<file path="config.mk">
export PLATFORM = sky130hd
export DESIGN_NAME = spi_rdid_capture
export DESIGN_NICKNAME = d
export VERILOG_FILES = /design/src/rtl/spi_pkg.sv /design/src/rtl/spi_edge_detect.sv /design/src/rtl/spi_rdid_capture.sv
export SDC_FILE = /design/constraint.sdc
export NUM_CORES = 1
export LEC_CHECK = 0
export ABC_CLOCK_PERIOD_IN_PS = 1900
export BUFFER_PORTS_ARGS = -buffer_cell sky130_fd_sc_hd__buf_4
export CORE_MARGIN = 5
export CORE_UTILIZATION = 52
export CTS_CLUSTER_DIAMETER = 150
export DETAILED_ROUTE_END_ITERATION = 8
export GPL_TIMING_DRIVEN = 1
export HOLD_SLACK_MARGIN = 0.02
export PLACE_DENSITY = 0.75
export SETUP_SLACK_MARGIN = 0.05
export SLEW_MARGIN = 20
export SYNTH_ARGS = -nofsm -noshare
export SYNTH_HDL_FRONTEND = slang
export SYNTH_SLANG_ARGS = --single-unit
</file>
<file path="constraint.sdc">
create_clock -name clk -period 1.9 [get_ports clk]
set_input_delay 0.285 -clock clk [delete_from_list [all_inputs] [get_ports clk]]
set_output_delay 0.285 -clock clk [all_outputs]
set_load 0.02 [all_outputs]
</file>
<file path="src/rtl/spi_pkg.sv">
// Shared SPI definitions for the flash interface blocks (spi_master and its receive-side companions).
package spi_pkg;

    localparam logic [7:0]  RDID_OPCODE     = 8'h9F;
    localparam logic [23:0] M25P16_JEDEC_ID = 24'h202015;

    // SPI mode 0: clock idles low, MISO sampled on the rising edge.
    localparam logic SPI_CPOL = 1'b0;
    localparam logic SPI_CPHA = 1'b0;

    typedef enum logic [1:0] {
        IDLE,
        SKIP,
        CAPTURE
    } rdid_state_e;

endpackage

</file>
<file path="src/rtl/spi_edge_detect.sv">
// Registers the SPI clock (already synchronous to clk) and flags its rising and falling edges.
module spi_edge_detect #(
    parameter logic IDLE_LEVEL = 1'b0
) (
    input  logic clk,
    input  logic reset,
    input  logic sclk_i,
    output logic rise_o,
    output logic fall_o
);

    logic sclk_q;

    always_ff @(posedge clk) begin
        if (reset) begin
            sclk_q <= IDLE_LEVEL;
        end else begin
            sclk_q <= sclk_i;
        end
    end

    assign rise_o = sclk_i & ~sclk_q;
    assign fall_o = ~sclk_i & sclk_q;

endmodule

</file>
<file path="src/rtl/spi_rdid_capture.sv">
// Passive SPI listener: skips the RDID opcode clocks, deserializes the JEDEC ID from MISO,
// and reports it with a valid strobe, an ID-match flag and a watchdog abort strobe.
module spi_rdid_capture
    import spi_pkg::*;
#(
    parameter int                        CMD_BITS       = 8,
    parameter int                        RESP_BYTES     = 3,
    parameter logic [8*RESP_BYTES-1:0]   EXPECTED_ID    = (8*RESP_BYTES)'(M25P16_JEDEC_ID),
    parameter int                        TIMEOUT_CYCLES = 64
) (
    input  logic                      clk,
    input  logic                      reset,
    input  logic                      get_rdid,
    input  logic                      SPICLK,
    input  logic                      SPIMISO,
    output logic [8*RESP_BYTES-1:0]   rdid,
    output logic                      rdid_valid,
    output logic                      rdid_match,
    output logic                      rdid_err,
    output logic                      busy
);

    localparam int N       = 8 * RESP_BYTES;
    localparam int CNT_MAX = (CMD_BITS > N) ? CMD_BITS : N;
    localparam int CNT_W   = $clog2(CNT_MAX + 1);
    localparam int WD_W    = $clog2(TIMEOUT_CYCLES + 1);

    logic rise;
    logic fall;
    logic sample;

    spi_edge_detect #(
        .IDLE_LEVEL (SPI_CPOL)
    ) u_edge (
        .clk    (clk),
        .reset  (reset),
        .sclk_i (SPICLK),
        .rise_o (rise),
        .fall_o (fall)
    );

    assign sample = (SPI_CPHA == 1'b0) ? rise : fall;

    rdid_state_e        state_q;
    logic [CNT_W-1:0]   cnt_q;
    logic [WD_W-1:0]    wd_q;
    logic [WD_W-1:0]    wd_d;
    logic [N-1:0]       shreg_q;
    logic [N-1:0]       shreg_d;
    logic [N-1:0]       rdid_q;
    logic               rdid_valid_q;
    logic               rdid_match_q;
    logic               rdid_err_q;
    logic               busy_q;
    logic               timeout;

    // Watchdog saturates; a value of 1 means "one cycle since the last edge or start".
    assign wd_d    = (wd_q == WD_W'(TIMEOUT_CYCLES)) ? wd_q : wd_q + WD_W'(1);
    assign timeout = (wd_d == WD_W'(TIMEOUT_CYCLES));
    assign shreg_d = {shreg_q[N-2:0], SPIMISO};

    always_ff @(posedge clk) begin
        if (reset) begin
            state_q      <= IDLE;
            cnt_q        <= '0;
            wd_q         <= '0;
            shreg_q      <= '0;
            rdid_q       <= '0;
            rdid_valid_q <= 1'b0;
            rdid_match_q <= 1'b0;
            rdid_err_q   <= 1'b0;
            busy_q       <= 1'b0;
        end else begin
            rdid_valid_q <= 1'b0;
            rdid_err_q   <= 1'b0;
            case (state_q)
                IDLE: begin
                    if (get_rdid) begin
                        cnt_q   <= '0;
                        wd_q    <= WD_W'(1);
                        busy_q  <= 1'b1;
                        state_q <= SKIP;
                    end
                end
                SKIP: begin
                    if (sample) begin
                        wd_q <= WD_W'(1);
                        if (cnt_q == CNT_W'(CMD_BITS - 1)) begin
                            cnt_q   <= '0;
                            state_q <= CAPTURE;
                        end else begin
                            cnt_q <= cnt_q + CNT_W'(1);
                        end
                    end else if (timeout) begin
                        rdid_err_q <= 1'b1;
                        busy_q     <= 1'b0;
                        state_q    <= IDLE;
                    end else begin
                        wd_q <= wd_d;
                    end
                end
                CAPTURE: begin
                    if (sample) begin
                        wd_q    <= WD_W'(1);
                        shreg_q <= shreg_d;
                        if (cnt_q == CNT_W'(N - 1)) begin
                            rdid_q       <= shreg_d;
                            rdid_match_q <= (shreg_d == EXPECTED_ID);
                            rdid_valid_q <= 1'b1;
                            busy_q       <= 1'b0;
                            state_q      <= IDLE;
                        end else begin
                            cnt_q <= cnt_q + CNT_W'(1);
                        end
                    end else if (timeout) begin
                        rdid_err_q <= 1'b1;
                        busy_q     <= 1'b0;
                        state_q    <= IDLE;
                    end else begin
                        wd_q <= wd_d;
                    end
                end
                default: begin
                    busy_q  <= 1'b0;
                    state_q <= IDLE;
                end
            endcase
        end
    end

    assign rdid       = rdid_q;
    assign rdid_valid = rdid_valid_q;
    assign rdid_match = rdid_match_q;
    assign rdid_err   = rdid_err_q;
    assign busy       = busy_q;

endmodule

</file>
==> out/qor.yml <==
via_per_inst: 5.632
setup_ws_ns: -0.06750
htreeDepth: 3
insertion_delay_ns: 0.34
drtIter0Drc: 268
antenna_found_initial: 0
fin_cells: 487
routedWlPerCell_um: 14.33
drc: 0
finalCritPeriodShare: 1.036
cts_root_buf: "clkbuf_8"
hold_path.class: "input port to flop"
slew_headroom: 0.6817
ys_types: 44
rsz0062_at_grt: "true"
fill_cells: 404
multiInputGateArea_sq_um: 1524
finalHoldViolCount: 0
setup_viol: 7
cts_hold_buf: 0
routed-wl-met3_um: 355
clock_skew_ns: 0.009327
seq_area_frac_synth: 0.4689
reg2reg_depth: 10
die_w_um: 83.61
track_usage: 0.2003
tns_ns: -0.2336
report.power.total_mw: 3.174
first_global_vias: 2546
slew_violations: 0
drt_wl_total_um: 6977
syn_avg_cell_area_sq_um: 7.893
yosysTopAreaCellShare: 0.4689
cts_tree: "built"
vias: 2743
leakagePower_nw: 1.342
cts_buffers: 9
cap_violations: 0
wl_met2_um: 3367
violations: "negative setup slack"
grt_pass1_wl_um: 11640
critPathArrivalTime_ns: 2.19
crit_type: "flop to flop"
dieArea_sq_um: 6991
critPathCaptureType: "flop"
post-place-cells: 465
crit_fanout: 4
die_h_um: 83.61
power_density_nw_per_um2: 855.3
hold-path-cell-count: 2
tightestPinTransition_ns: 0.4765
core_sq_um: 5172
area_growth_pct: 31.71
required_ns: 2.12
dp_slack_ns: -0.08321
io_pins: 33
row_count: 26
fin_nets: 424
vdd_drop_max_v: 0.0005478
top_layer: "met4"
synth_edf_count: 0
synth_nets: 369
final_cell_mix: "102 x nand2_1, 60 x dfxtp_1, 60 x buf_4"
layout-drive-gt1-share: 0.2662
start_kind: "flop"
placed_area_sq_um: 3326
dr.pass1.iters: 4
grt_max_degree: 31
final_common_cell: "nand2_1"
synthArstFlopShare: 0
synth_top_cell_by_area: "dfxtp_1"
antenna_cells: 0
clockBufferDepth: 2
seq_area_sq_um: 1336
gp_congestion: 0.9300
syn_area_sq_um: 2818
grt-ovfl-total: 0
clk_pin_slew_ns: 0.07
status: "finished, violations left"
ys_ff_latch: 66
stdcell_area_sq_um: 3711
post-dp-hpwl_um: 4510
ys.flop_type: "dfxtp_1"
synth_warnings: 0
antenna_left: 0
synthCells: 357
synth_area_leaders: "dfxtp_1 47%, nand2_1 14%, a21oi_1 10%"
met1_length_um: 3045
cts_sinks: 66
portBuffers: 32
fmax_ghz: 0.5083
start_util: 0.5448
final.min_clock_period_ns: 1.967
==> synth_stat cells (all sizes together), types with 3 or more instances <==
cell,number
a211oi,3
a21oi,59
a22o,3
a31oi,4
clkbuf,17
dfxtp,66
ha,7
inv,9
nand2,103
nand2b,3
nand3,8
nand4,4
nor2,16
nor2b,4
nor3,9
nor4b,4
o21ai,8
xnor2,3
==> cell families after synthesis <==
group	share of synthesized area
multiplexers	0.003553
AND/OR/NAND/NOR	0.2633
AO/OA/AOI/OAI	0.1874
buffers and inverters	0.03641
adder cells (fa/ha/maj)	0.03108
XOR/XNOR	0.009327
flip-flops	0.4689
==> cell type report <==
type	instances	area share
multi-input combinational	264	0.4107
sequential	66	0.3601
timing repair buffer	62	0.1298
clock buffer	10	0.03439
clock inverter	6	0.03102
tap	70	0.02360
inverter	9	0.01045
==> timing repair <==
action,4_1_cts,5_1_grt
buffers inserted,5,1
pin swaps,10,10
gates resized for setup,6,20
setup endpoints to repair,9,14
==> stage by stage <==
stage	hold slack, ns	utilization
finish	0.1925	0.7175
global route	0.2179	0.7175
CTS	0.1722	0.7022
detailed placement	0.4468	0.6430
global placement	0.4434	0.6430
floorplan	0.4132	-
==> layer usage <==
layer  vias to the layer above  GRT usage
met2                        87     0.3095
met4                         0     0.1301
met5                         -          0
met1                      1282     0.2535
li1                       1349          -
met3                        25    0.03850
==> report_power, final <==
part           total [mW]  switching [mW]  internal, mW
sequential           1.42          0.0194          1.40
clock                1.43           0.556         0.877
combinational       0.321           0.185         0.136
total                3.17           0.760          2.41
==> critical path, cell delays in order (launching register included) <==
cell	delay [ns]
dfxtp_4	0.40
ha_4	0.15
nand3_2	0.08
buf_4	0.15
buf_4	0.14
o21ai_2	0.23
a211oi_4	0.11
buf_4	0.16
a31oi_1	0.20
nand4_1	0.11
o311a_1	0.12
==> state kept, by name, summed over array words and instances (netlist names) <==
register and count:
rdid_err 1, rdid_match 1, busy 1, rdid_valid 1, rdid 24, wd_q 7
shreg_q 23, cnt_q 5, state_q 2, u_edge.sclk_q 1
==> worst paths after layout <==
| check | end | slack, ns | from |
|---|---|---|---|
| max reg2reg | wd_q[0] | -0.07 | wd_q[1] |
| max | wd_q[0] | -0.07 | wd_q[1] |
| min reg2reg | rdid[1] | 0.46 | rdid[1] |
| min | u_edge.sclk_q | 0.19 | SPICLK |
No activity file was read; power rests on OpenSTA's default activity.
